**src/rtl/mem_access_pkg.sv**
```systemverilog
// Shared definitions for the load/store front end: size encodings, FSM states
// and the default implemented memory size.
package mem_access_pkg;

  localparam logic [1:0] SZ_BYTE = 2'b00;
  localparam logic [1:0] SZ_HALF = 2'b01;
  localparam logic [1:0] SZ_WORD = 2'b10;

  localparam int MEM_BYTES_DEFAULT = 100;

  typedef enum logic [1:0] {
    IDLE   = 2'b00,
    ACCESS = 2'b01,
    WRITE  = 2'b10,
    RESP   = 2'b11
  } state_t;

endpackage

```
**src/rtl/mem_access_unit_lane_merge.sv**
```systemverilog
// mem_lane_merge: store-data merge into the read word and load extract/extend
// from the low lanes. Halfword paths exist only with MEM_ACCESS_HALF_EN.
module mem_lane_merge
  import mem_access_pkg::*;
(
  input  logic [1:0]  size,
  input  logic        sgn,
  input  logic [31:0] rd_q,
  input  logic [31:0] wdata,
  output logic [31:0] merged,
  output logic [31:0] loaded
);

  always_comb begin
    merged = wdata;
    loaded = rd_q;
    case (size)
      SZ_BYTE: begin
        merged = {rd_q[31:8], wdata[7:0]};
        loaded = {{24{sgn & rd_q[7]}}, rd_q[7:0]};
      end
`ifdef MEM_ACCESS_HALF_EN
      SZ_HALF: begin
        merged = {rd_q[31:16], wdata[15:0]};
        loaded = {{16{sgn & rd_q[15]}}, rd_q[15:0]};
      end
`endif
      default: begin
        merged = wdata;
        loaded = rd_q;
      end
    endcase
  end

endmodule

```
**src/rtl/mem_access_unit.sv**
```systemverilog
// Load/store front end for a combinational-read, sequential-write byte memory.
// Define MEM_ACCESS_HALF_EN to support halfword accesses.
module mem_access_unit
  import mem_access_pkg::*;
#(
  parameter int ADDR_WIDTH = 12,
  parameter int BYTE_SIZE  = 4,
  parameter int MEM_BYTES  = MEM_BYTES_DEFAULT
) (
  input  logic                  clk,
  input  logic                  rst_n,
  input  logic                  req_valid,
  output logic                  req_ready,
  input  logic                  req_we,
  input  logic [1:0]            req_size,
  input  logic                  req_signed,
  input  logic [ADDR_WIDTH-1:0] req_addr,
  input  logic [31:0]           req_wdata,
  output logic                  rsp_valid,
  output logic [31:0]           rsp_rdata,
  output logic                  rsp_err,
  output logic [ADDR_WIDTH-1:0] mem_addr,
  output logic                  mem_we,
  output logic [31:0]           mem_wd,
  input  logic [31:0]           mem_rd
);

  state_t                state_reg, state_next;
  logic                  we_reg, signed_reg, err_reg;
  logic [1:0]            size_reg;
  logic [ADDR_WIDTH-1:0] addr_reg;
  logic [31:0]           wdata_reg, rd_q, merged, loaded;
  logic                  req_err, accept, sub_store;

  // Every access touches a full BYTE_SIZE window, so the last byte must be in range.
  always_comb begin
    req_err = (32'(req_addr) + 32'(BYTE_SIZE - 1)) > 32'(MEM_BYTES - 1);
    case (req_size)
      SZ_BYTE: ;
`ifdef MEM_ACCESS_HALF_EN
      SZ_HALF: if (req_addr[0]) req_err = 1'b1;
`endif
      SZ_WORD: if (req_addr[1:0] != 2'b00) req_err = 1'b1;
      default: req_err = 1'b1;
    endcase
  end

  assign accept    = req_valid && (state_reg == IDLE);
  assign sub_store = we_reg && (size_reg != SZ_WORD);

  mem_lane_merge u_lane (
    .size   (size_reg),
    .sgn    (signed_reg),
    .rd_q   (rd_q),
    .wdata  (wdata_reg),
    .merged (merged),
    .loaded (loaded)
  );

  always_ff @(posedge clk or negedge rst_n) begin
    if (!rst_n) state_reg <= IDLE;
    else        state_reg <= state_next;
  end

  always_ff @(posedge clk or negedge rst_n) begin
    if (!rst_n) begin
      we_reg     <= 1'b0;
      signed_reg <= 1'b0;
      err_reg    <= 1'b0;
      size_reg   <= 2'b00;
      addr_reg   <= '0;
      wdata_reg  <= '0;
      rd_q       <= '0;
    end else begin
      if (accept) begin
        we_reg     <= req_we;
        signed_reg <= req_signed;
        err_reg    <= req_err;
        size_reg   <= req_size;
        addr_reg   <= req_addr;
        wdata_reg  <= req_wdata;
      end
      if (state_reg == ACCESS) rd_q <= mem_rd;
    end
  end

  always_comb begin
    state_next = state_reg;
    req_ready  = 1'b0;
    rsp_valid  = 1'b0;
    rsp_err    = 1'b0;
    rsp_rdata  = '0;
    mem_we     = 1'b0;
    mem_addr   = '0;
    mem_wd     = '0;
    case (state_reg)
      IDLE: begin
        req_ready = 1'b1;
        if (accept) state_next = req_err ? RESP : ACCESS;
      end
      ACCESS: begin
        mem_addr = addr_reg;
        if (we_reg && !sub_store) begin
          mem_we = 1'b1;
          mem_wd = wdata_reg;
        end
        state_next = sub_store ? WRITE : RESP;
      end
      WRITE: begin
        mem_addr   = addr_reg;
        mem_we     = 1'b1;
        mem_wd     = merged;
        state_next = RESP;
      end
      RESP: begin
        rsp_valid = 1'b1;
        rsp_err   = err_reg;
        if (!err_reg && !we_reg) rsp_rdata = loaded;
        state_next = IDLE;
      end
      default: state_next = IDLE;
    endcase
  end

endmodule
```
**config.mk**
```make
export PLATFORM = sky130hd
export DESIGN_NAME = mem_access_unit
export DESIGN_NICKNAME = d
export VERILOG_FILES = /design/src/rtl/mem_access_pkg.sv /design/src/rtl/mem_access_unit_lane_merge.sv /design/src/rtl/mem_access_unit.sv
export SDC_FILE = /design/constraint.sdc
export NUM_CORES = 1
export LEC_CHECK = 0
export BUFFER_PORTS_ARGS = -buffer_cell sky130_fd_sc_hd__buf_4
export CORE_MARGIN = 1.5
export CORE_UTILIZATION = 51
export CTS_BUF_LIST = sky130_fd_sc_hd__clkbuf_2 sky130_fd_sc_hd__clkbuf_4 sky130_fd_sc_hd__clkbuf_8
export CTS_CLUSTER_DIAMETER = 80
export DETAILED_ROUTE_END_ITERATION = 12
export PLACE_DENSITY = 0.83
export SETUP_SLACK_MARGIN = 0.4
export SLEW_MARGIN = 10
export SYNTH_ARGS = -nofsm -noshare
export SYNTH_HDL_FRONTEND = slang
export SYNTH_SLANG_ARGS = --single-unit
```
**constraint.sdc**
```tcl
create_clock -name clk -period 2.4 [get_ports clk]
set_clock_uncertainty 0.2 [all_clocks]
set_input_delay 0.24 -clock clk [delete_from_list [all_inputs] [get_ports clk]]
set_output_delay 0.24 -clock clk [all_outputs]
set_load 0.03 [all_outputs]
```
==> results of run 1 <==
metrics by stage:
| step | TNS, ns | instances | area (µm²) | hold WS [ns] | setup WS, ns |
|---|---|---|---|---|---|
| 2_1_floorplan | 0 | 355 | 4350 | -0.256 | 0.275 |
| 3_3_place_gp | 0 | 606 | 5690 | 0.0826 | 0.0639 |
| 3_5_place_dp | -0.00803 | 606 | 5690 | 0.0862 | -0.00693 |
| 4_1_cts | -0.0289 | 712 | 7280 | 0.0374 | -0.0101 |
synthesized netlist by cell type, types with 2 or more instances:
library cell	instances
nor3_1	6
buf_2	4
o21a_1	26
dfrtp_1	83
and2_1	30
inv_1	6
mux2_2	79
a21oi_1	5
a211o_1	2
a22oi_1	24
ha_1	6
clkbuf_1	12
buf_1	4
buf_4	2
o21ai_0	5
nand3_1	4
nand2_1	6
nor4_1	2
nor2b_1	24
nor2_1	9
a211oi_2	2
cells by family after synthesis:
kind of cell	Yosys count	share of synthesized area
AND/OR/NAND/NOR	88	0.121
flip-flops	83	0.492
multiplexers	79	0.211
AO/OA/AOI/OAI	71	0.130
buffers and inverters	28	0.0279
adder cells (fa/ha/maj)	6	0.0178
what timing repair did:
item / in CTS
endpoints found under the setup margin: 126
resized for setup: 124
hold buffers: 80
setup buffers: 8
hold endpoints to repair: 123
gates cloned: 2
pin swaps: 12
==> key figures, run 1 <==
Yosys
  • FFs w/ async S/R, synth: 1.00
  • Number of synthesized flops with an enable pin: 0
  • Yosys reg bits: 83
  • Sequential-to-total area share from yosys stat: 0.492
  • Synth Net Count: 444
  • Syn Area/Cell: 11.9 µm²
  • Yosys Warn Count: 0
  • Area of the mapped netlist: 4220 µm²
  • Share of the synthesized area in the top cell type: 0.492
  • Mapped Cells: 355
  • Largest cells by area after synthesis: dfrtp_1 49%, mux2_2 21%, o21a_1 4.6%
  • Ys flop type: dfrtp_1
  • Synth cell types: 35
  • Area leader, netlist: dfrtp_1

Clocking
  • CTS max path bufs: 2
  • Number of CTS-inserted buffers: 9
  • CTS HTree Levels: 3
  • Clock sinks: 83
  • CTS root buf: clkbuf_8

Floorplanning
  • Die Ht: 94.0 µm
  • Die X: 94.0 µm
  • IO Count: 163
  • Initial cell density of the core: 0.535
  • Std-Cell Rows: 32

Timing
  • Worst End Pin Type: top-level output
  • Crit. endpoint post-GRT repair: mem_wd[14]

Global route
  • Initial antenna violation count: 0
  • Largest net degree at the start of global routing: 52

Place
  • Final GP Congestion: 0.817
  • Post-DP HPWL: 7.44 mm
  • Number of port buffers: 162

Status
  • Log Error: [ERROR DPL-0033] detailed placement checks failed during check placement.
  • Exit stage: global routing (5_1_grt)
  • Outcome: aborted with a tool error
==> run 2: changes to the inputs <==
--- a/config.mk
+++ b/config.mk
@@ -7,12 +7,9 @@
 export LEC_CHECK = 0
 export BUFFER_PORTS_ARGS = -buffer_cell sky130_fd_sc_hd__buf_4
 export CORE_MARGIN = 1.5
-export CORE_UTILIZATION = 51
-export CTS_BUF_LIST = sky130_fd_sc_hd__clkbuf_2 sky130_fd_sc_hd__clkbuf_4 sky130_fd_sc_hd__clkbuf_8
-export CTS_CLUSTER_DIAMETER = 80
+export CORE_UTILIZATION = 40
 export DETAILED_ROUTE_END_ITERATION = 12
-export PLACE_DENSITY = 0.83
-export SETUP_SLACK_MARGIN = 0.4
+export PLACE_DENSITY_LB_ADDON = 0.15
 export SLEW_MARGIN = 10
 export SYNTH_ARGS = -nofsm -noshare
 export SYNTH_HDL_FRONTEND = slang
==> key figures, run 2 <==
Layout
  • Layout cells sized above 1: 0.503
  • Most frequent cells in the layout: 145 x buf_4, 82 x dfrtp_1, 80 x dlygate4sd3_1, 79 x mux2_2, 29 x and2_1
  • Fillers: 782
  • Finished Layout Cells: 748
  • # nets final: 696
  • Most common cell after layout, fill and taps aside: buf_4
  • # diodes: 0
  • Final core utilization: 0.686
  • Area Overhead vs Synth: 67.1%

Power
  • Final Power: 8.14 mW
  • Pwr dens: 1150 nW/µm²
  • Clock Power Share: 0.114
  • Switching power: 3.36 mW
  • Logic pwr share: 0.564
  • Sw Ratio: 0.412
  • Seq pwr share: 0.323
  • VDD IR max: 0.758 mV
  • Leakage: 3.13 nW
  • Internal: 4.78 mW

Clocking
  • Worst skew pair latency: 0.35 ns
  • CTS HTree Levels: 3
  • CTS tree: done
  • CTS max path bufs: 2
  • Number of CTS-inserted buffers: 9
  • Clock sinks: 83
  • CTS root buf: clkbuf_8
  • Reg clk slew, reported paths: 0.08 ns

Timing
  • Slew margin rel.: 0.554
  • Endpoints failing setup: 29
  • Worst Tran Pin Value: 0.668 ns
  • Setup TNS: -0.724 ns
  • Fin. Hold Viols: 0
  • RSZ-0062 raised after global routing: yes
  • Fmax: 409 MHz
  • Crit path time final: 2.44 ns
  • Pins Over Slew Limit: 0
  • Crit share post-route: 1.02
  • Slack of the critical path: -0.0427 ns

Global route
  • Met3 GRT Util: 0.0377
  • Grt total ovfl: 0
  • Met2 Use GR: 0.363
  • First-pass GRT wire length: 18.7 mm
  • GRT busiest layer: met2
  • Tot GR Track Use: 0.212
  • Largest net degree at the start of global routing: 52
  • Vias in the first global route: 3739
  • Initial antenna violation count: 0
  • M1 GR Usage: 0.268

Worst hold path
  • Worst hold path type: primary input to flip-flop

Yosys
  • Syn Area/Cell: 11.9 µm²
  • Yosys reg bits: 83
  • Commonest cells in the netlist: 83 x dfrtp_1, 79 x mux2_2, 30 x and2_1
  • Largest cells by area after synthesis: dfrtp_1 49%, mux2_2 21%, o21a_1 4.6%
  • Number of synthesized flops with an enable pin: 0
  • Area of the mapped netlist: 4220 µm²
  • Synth Net Count: 444
  • Area leader, netlist: dfrtp_1
  • Yosys Warn Count: 0
  • Share of the synthesized area in the top cell type: 0.492
  • Mapped Cells: 355
  • FFs w/ async S/R, synth: 1.00
  • Synth cell types: 35
  • Count leader, synth: dfrtp_1
  • Sequential-to-total area share from yosys stat: 0.492
  • Ys flop type: dfrtp_1

Floorplanning
  • Die area: 11200 µm²
  • Std-Cell Rows: 37
  • Area of the core: 10300 µm²
  • Die X: 106 µm
  • Initial cell density of the core: 0.411
  • IO Count: 163
  • Die Ht: 106 µm

Status
  • Outcome: finished with violations
  • Failing checks: setup timing

Place
  • Final GP Congestion: 0.756
  • Number of port buffers: 162
  • Placed insts: 642
  • Place WS: 0.348 ns
  • Post-DP HPWL: 7.42 mm

Detailed routing
  • DR WL/cell: 17.2 µm
  • Via count: 3780
  • Number of remaining DRC errors: 0
  • Via density: 5.05
  • Initial DRT Pass Iterations: 4
  • DR iter-0 viols: 157
  • Post-route ant nets: 0
  • Drt total wl: 12.8 mm

Run
  • Max Cap Viol: 0

Critical path
  • CP Launch Type: flip-flop
  • CP Capture Type: output port
  • Arrival time worst endpoint: 2.00 ns
  • Critical path type: flip-flop to output port
  • CP required: 1.96 ns
  • Crit path max fanout: 6
[run 2: cell counts after synthesis]
Identical to the previous run, type by type.
[run 2: worst paths after layout]
| path | slack (ns) | startpoint | cells after the start | end |
|---|---|---|---|---|
| min | 0.04 | req_addr[0] | 3 | addr_reg[0] |
| max | -0.04 | state_reg[1] | 8 | rsp_rdata[9] |
| min in group asynchronous | 0.25 | rst_n | 2 | rd_q[11] |
| max reg2reg | 0.27 | state_reg[1] | 8 | err_reg |
| min reg2reg | 0.28 | addr_reg[0] | 2 | addr_reg[0] |
| max in group asynchronous | 1.09 | rst_n | 3 | state_reg[0] |
[run 2: cells by family (layout without fill, tap and decap cells)]
| logic type | after synthesis | count (layout) | synth area share |
|---|---|---|---|
| buffers and inverters | 28 | 285 | 0.0279 |
| AND/OR/NAND/NOR | 88 | 88 | 0.121 |
| AO/OA/AOI/OAI | 71 | 71 | 0.130 |
| flip-flops | 83 | 83 | 0.492 |
| adder cells (fa/ha/maj) | 6 | 6 | 0.0178 |
| multiplexers | 79 | 79 | 0.211 |
[run 2: what timing repair did]
| item | in CTS | in global routing |
|---|---|---|
| pin swaps | 0 | 2 |
| hold endpoints to repair | 128 | 0 |
| cloned | 0 | 7 |
| gates resized for setup | 1 | 55 |
| buffers inserted | 0 | 3 |
| endpoints found under the setup margin | 3 | 56 |
| hold buffers | 80 | 0 |
[run 2: critical path: stages, from the launching register on]
cell	delay [ns]
dfrtp_1	0.44
buf_6	0.13
ha_4	0.12
nor3b_4	0.18
a21boi_4	0.22
buf_12	0.14
clkbuf_16	0.15
o21a_1	0.14
buf_6	0.13
[run 2: per-stage QoR]
stage | cell area (µm²) | hold slack (ns)
finish | 7050 | 0.0419
global route | 7050 | 0.0709
CTS | 6640 | 0.0306
detailed placement | 5670 | 0.125
global placement | 5670 | 0.115
floorplan | 4230 | -0.256
[run 2: power groups by stage]
stage | clock network (mW) | logic, mW | registers (mW)
2_1_floorplan | 0 | 2.76 | 2.43
3_3_place_gp | 0 | 4.00 | 2.53
3_5_place_dp | 0 | 4.06 | 2.57
4_1_cts | 0.946 | 4.17 | 2.54
5_1_grt | 1.00 | 4.86 | 2.72
6_report | 0.926 | 4.59 | 2.63
[run 2: cell type report]
type,instances,area (µm²),share of cell area
clock buffer,14,163,0.0231
clock inverter,2,10.0,0.00142
inverter,6,22.5,0.00319
multi-input combinational,244,2170,0.308
sequential,83,2080,0.295
tap,136,170,0.0241
timing repair buffer,263,2440,0.346
[run 2: per-layer routing]
layer	wire, µm	vias up
met4	163	0
met5	0	-
met1	5500	1848
met2	6470	144
met3	702	16
li1	-	1772
Note: power is estimated with default switching activity, not from simulation.
==> run 3: changes to the inputs <==
--- a/config.mk
+++ b/config.mk
@@ -9,7 +9,7 @@
 export CORE_MARGIN = 1.5
 export CORE_UTILIZATION = 40
 export DETAILED_ROUTE_END_ITERATION = 12
-export PLACE_DENSITY_LB_ADDON = 0.15
+export PLACE_DENSITY = 0.68
 export SLEW_MARGIN = 10
 export SYNTH_ARGS = -nofsm -noshare
 export SYNTH_HDL_FRONTEND = slang
==> key figures, run 3 (synthesized netlist as in run 2, its figures left out) <==
Status
  • Outcome: finished, final reports clean

Global route
  • Tot GR Track Use: 0.222
  • Initial antenna violation count: 1
  • Vias in the first global route: 3917
  • Grt total ovfl: 0
  • Largest net degree at the start of global routing: 52
  • First-pass GRT wire length: 19.5 mm

Place
  • Final GP Congestion: 0.803
  • Number of port buffers: 162
  • Placed cell areas: 5630 µm²
  • Post-DP HPWL: 7.51 mm

Timing
  • Worst Tran Pin Value: 0.636 ns
  • Endpoints failing setup: 0
  • Pins Over Slew Limit: 0
  • Fin. Hold Viols: 0
  • Crit path time final: 2.39 ns
  • Slew margin rel.: 0.576
  • Crit share post-route: 0.995
  • RSZ-0062 raised after global routing: yes
  • Fmax: 419 MHz

Detailed routing
  • Initial DRT Pass Iterations: 4
  • Max layer used: met4
  • Number of remaining DRC errors: 0
  • Via density: 5.03
  • Drt total wl: 12.6 mm
  • DR iter-0 viols: 165
  • DRT met1 WL: 5.47 mm
  • DR WL met3: 678 µm
  • Post-route ant nets: 0
  • DR WL/cell: 17.0 µm
  • Via count: 3734
  • WL met2: 6.31 mm

Power
  • Logic pwr share: 0.554
  • Pwr dens: 1180 nW/µm²
  • Leakage: 3.11 nW
  • Switching power: 3.31 mW
  • Internal: 5.00 mW
  • Seq pwr share: 0.315
  • VDD IR max: 0.834 mV
  • Sw Ratio: 0.398
  • Clock Power Share: 0.132
  • Final Power: 8.31 mW

Floorplanning
  • Area of the core: 10300 µm²
  • Die Ht: 106 µm
  • Die X: 106 µm
  • Die area: 11200 µm²
  • Initial cell density of the core: 0.411
  • IO Count: 163
  • Std-Cell Rows: 37

Clocking
  • CTS root buf: clkbuf_8
  • Reg clk slew, reported paths: 0.08 ns
  • CTS max path bufs: 2
  • Worst skew pair latency: 0.34 ns
  • CTS HTree Levels: 3
  • CTS tree: done
  • Number of CTS-inserted buffers: 9
  • Clock sinks: 83

Critical path
  • Crit path max fanout: 6
  • CP Launch Type: flip-flop
  • CP required: 1.96 ns
  • RR Endpoint: err_reg
  • Critical path type: flip-flop to output port
  • R2R setup slack: 0.21 ns
  • CP Capture Type: output port
  • Arrival time worst endpoint: 1.95 ns
  • Critical R2R Launch: state_reg[0]
  • Reg2Reg Depth: 7

Layout
  • Final core utilization: 0.683
  • # nets final: 692
  • Most frequent cells in the layout: 146 x buf_4, 82 x dfrtp_1, 80 x dlygate4sd3_1, 79 x mux2_2, 29 x and2_1
  • Final instance area: 7020 µm²
  • Area Overhead vs Synth: 66.3%
  • Most common cell after layout, fill and taps aside: buf_4
  • Layout cells sized above 1: 0.507

Run
  • Max Cap Viol: 0

Worst hold path
  • Hold path depth: 3
  • Hold path startpoint: req_addr[1]
  • Worst hold path type: primary input to flip-flop
  • Hold endpoint: addr_reg[1]
run 3: changes by cell type in the layout (fill, tap and decap cells not counted), moves of 2 or more:
cell       before  now
bufinv_16       0    2
buf_6          27   25
nor2_4          2    0
nor2_2          0    2
clkbuf_16       5    3
clkbuf_1        3    1
clkinv_2        2    0
buf_12          6    4
a22oi_2        13   17
a22oi_1        11    7
run 3: area by class of cell:
type	instances	area [µm²]
fill	768	3260
timing repair buffer	259	2360
multi-input combinational	244	2170
sequential	83	2080
tap	136	170
clock buffer	12	155
clock inverter	2	60.1
inverter	6	22.5
antenna	1	2.50
run 3: worst max path at each step:
stage,from,to,slack [ns],cells past startpoint
2_1_floorplan,state_reg[1],mem_wd[10],0.01,9
3_3_place_gp,state_reg[0],err_reg,0.25,7
3_5_place_dp,state_reg[1],mem_wd[12],0.21,9
4_1_cts,state_reg[1],mem_wd[12],-0.03,9
5_1_grt,state_reg[1],mem_wd[28],-0.11,9
6_report,state_reg[1],mem_wd[14],0.01,7
run 3: power groups by stage:
stage               Combinational, mW  Sequential, mW  Clock [mW]
finish                           4.60            2.62        1.09
global route                     4.90            2.71        1.19
CTS                              4.32            2.56        1.13
detailed placement               4.00            2.58           0
global placement                 3.92            2.54           0
floorplan                        2.76            2.43           0
run 3: critical path, stage by stage, from the launching register on:
cell and delay, ns:
dfrtp_1 0.40, buf_4 0.16, ha_1 0.22, o22a_4 0.26
clkbuf_16 0.19, a22oi_1 0.15, nor2b_1 0.07, buf_4 0.17
run 3: metrics by stage:
step	hold slack, ns	setup TNS, ns	worst slack, ns	std cells
after floorplan	-0.256	0	0.00974	355
after global placement	0.107	0	0.253	642
after detailed placement	0.111	0	0.214	642
after CTS	0.0270	-0.0630	-0.0313	739
after global routing	0.0755	-2.60	-0.105	743
final	0.0514	0	0.0125	743
run 3: what timing repair did:
| item | CTS | global route |
|---|---|---|
| endpoints found under the hold margin | 126 | 0 |
| hold buffers | 80 | 0 |
| gates resized for setup | 16 | 47 |
| setup endpoints to repair | 24 | 56 |
| setup buffers | 2 | 0 |
| cloned | 1 | 3 |
| pin swaps | 1 | 1 |
run 3: routing by layer:
metal,vias up,GRT usage
met5,-,0
met4,0,0.0598
met3,14,0.0470
met2,132,0.382
met1,1826,0.283
li1,1762,-
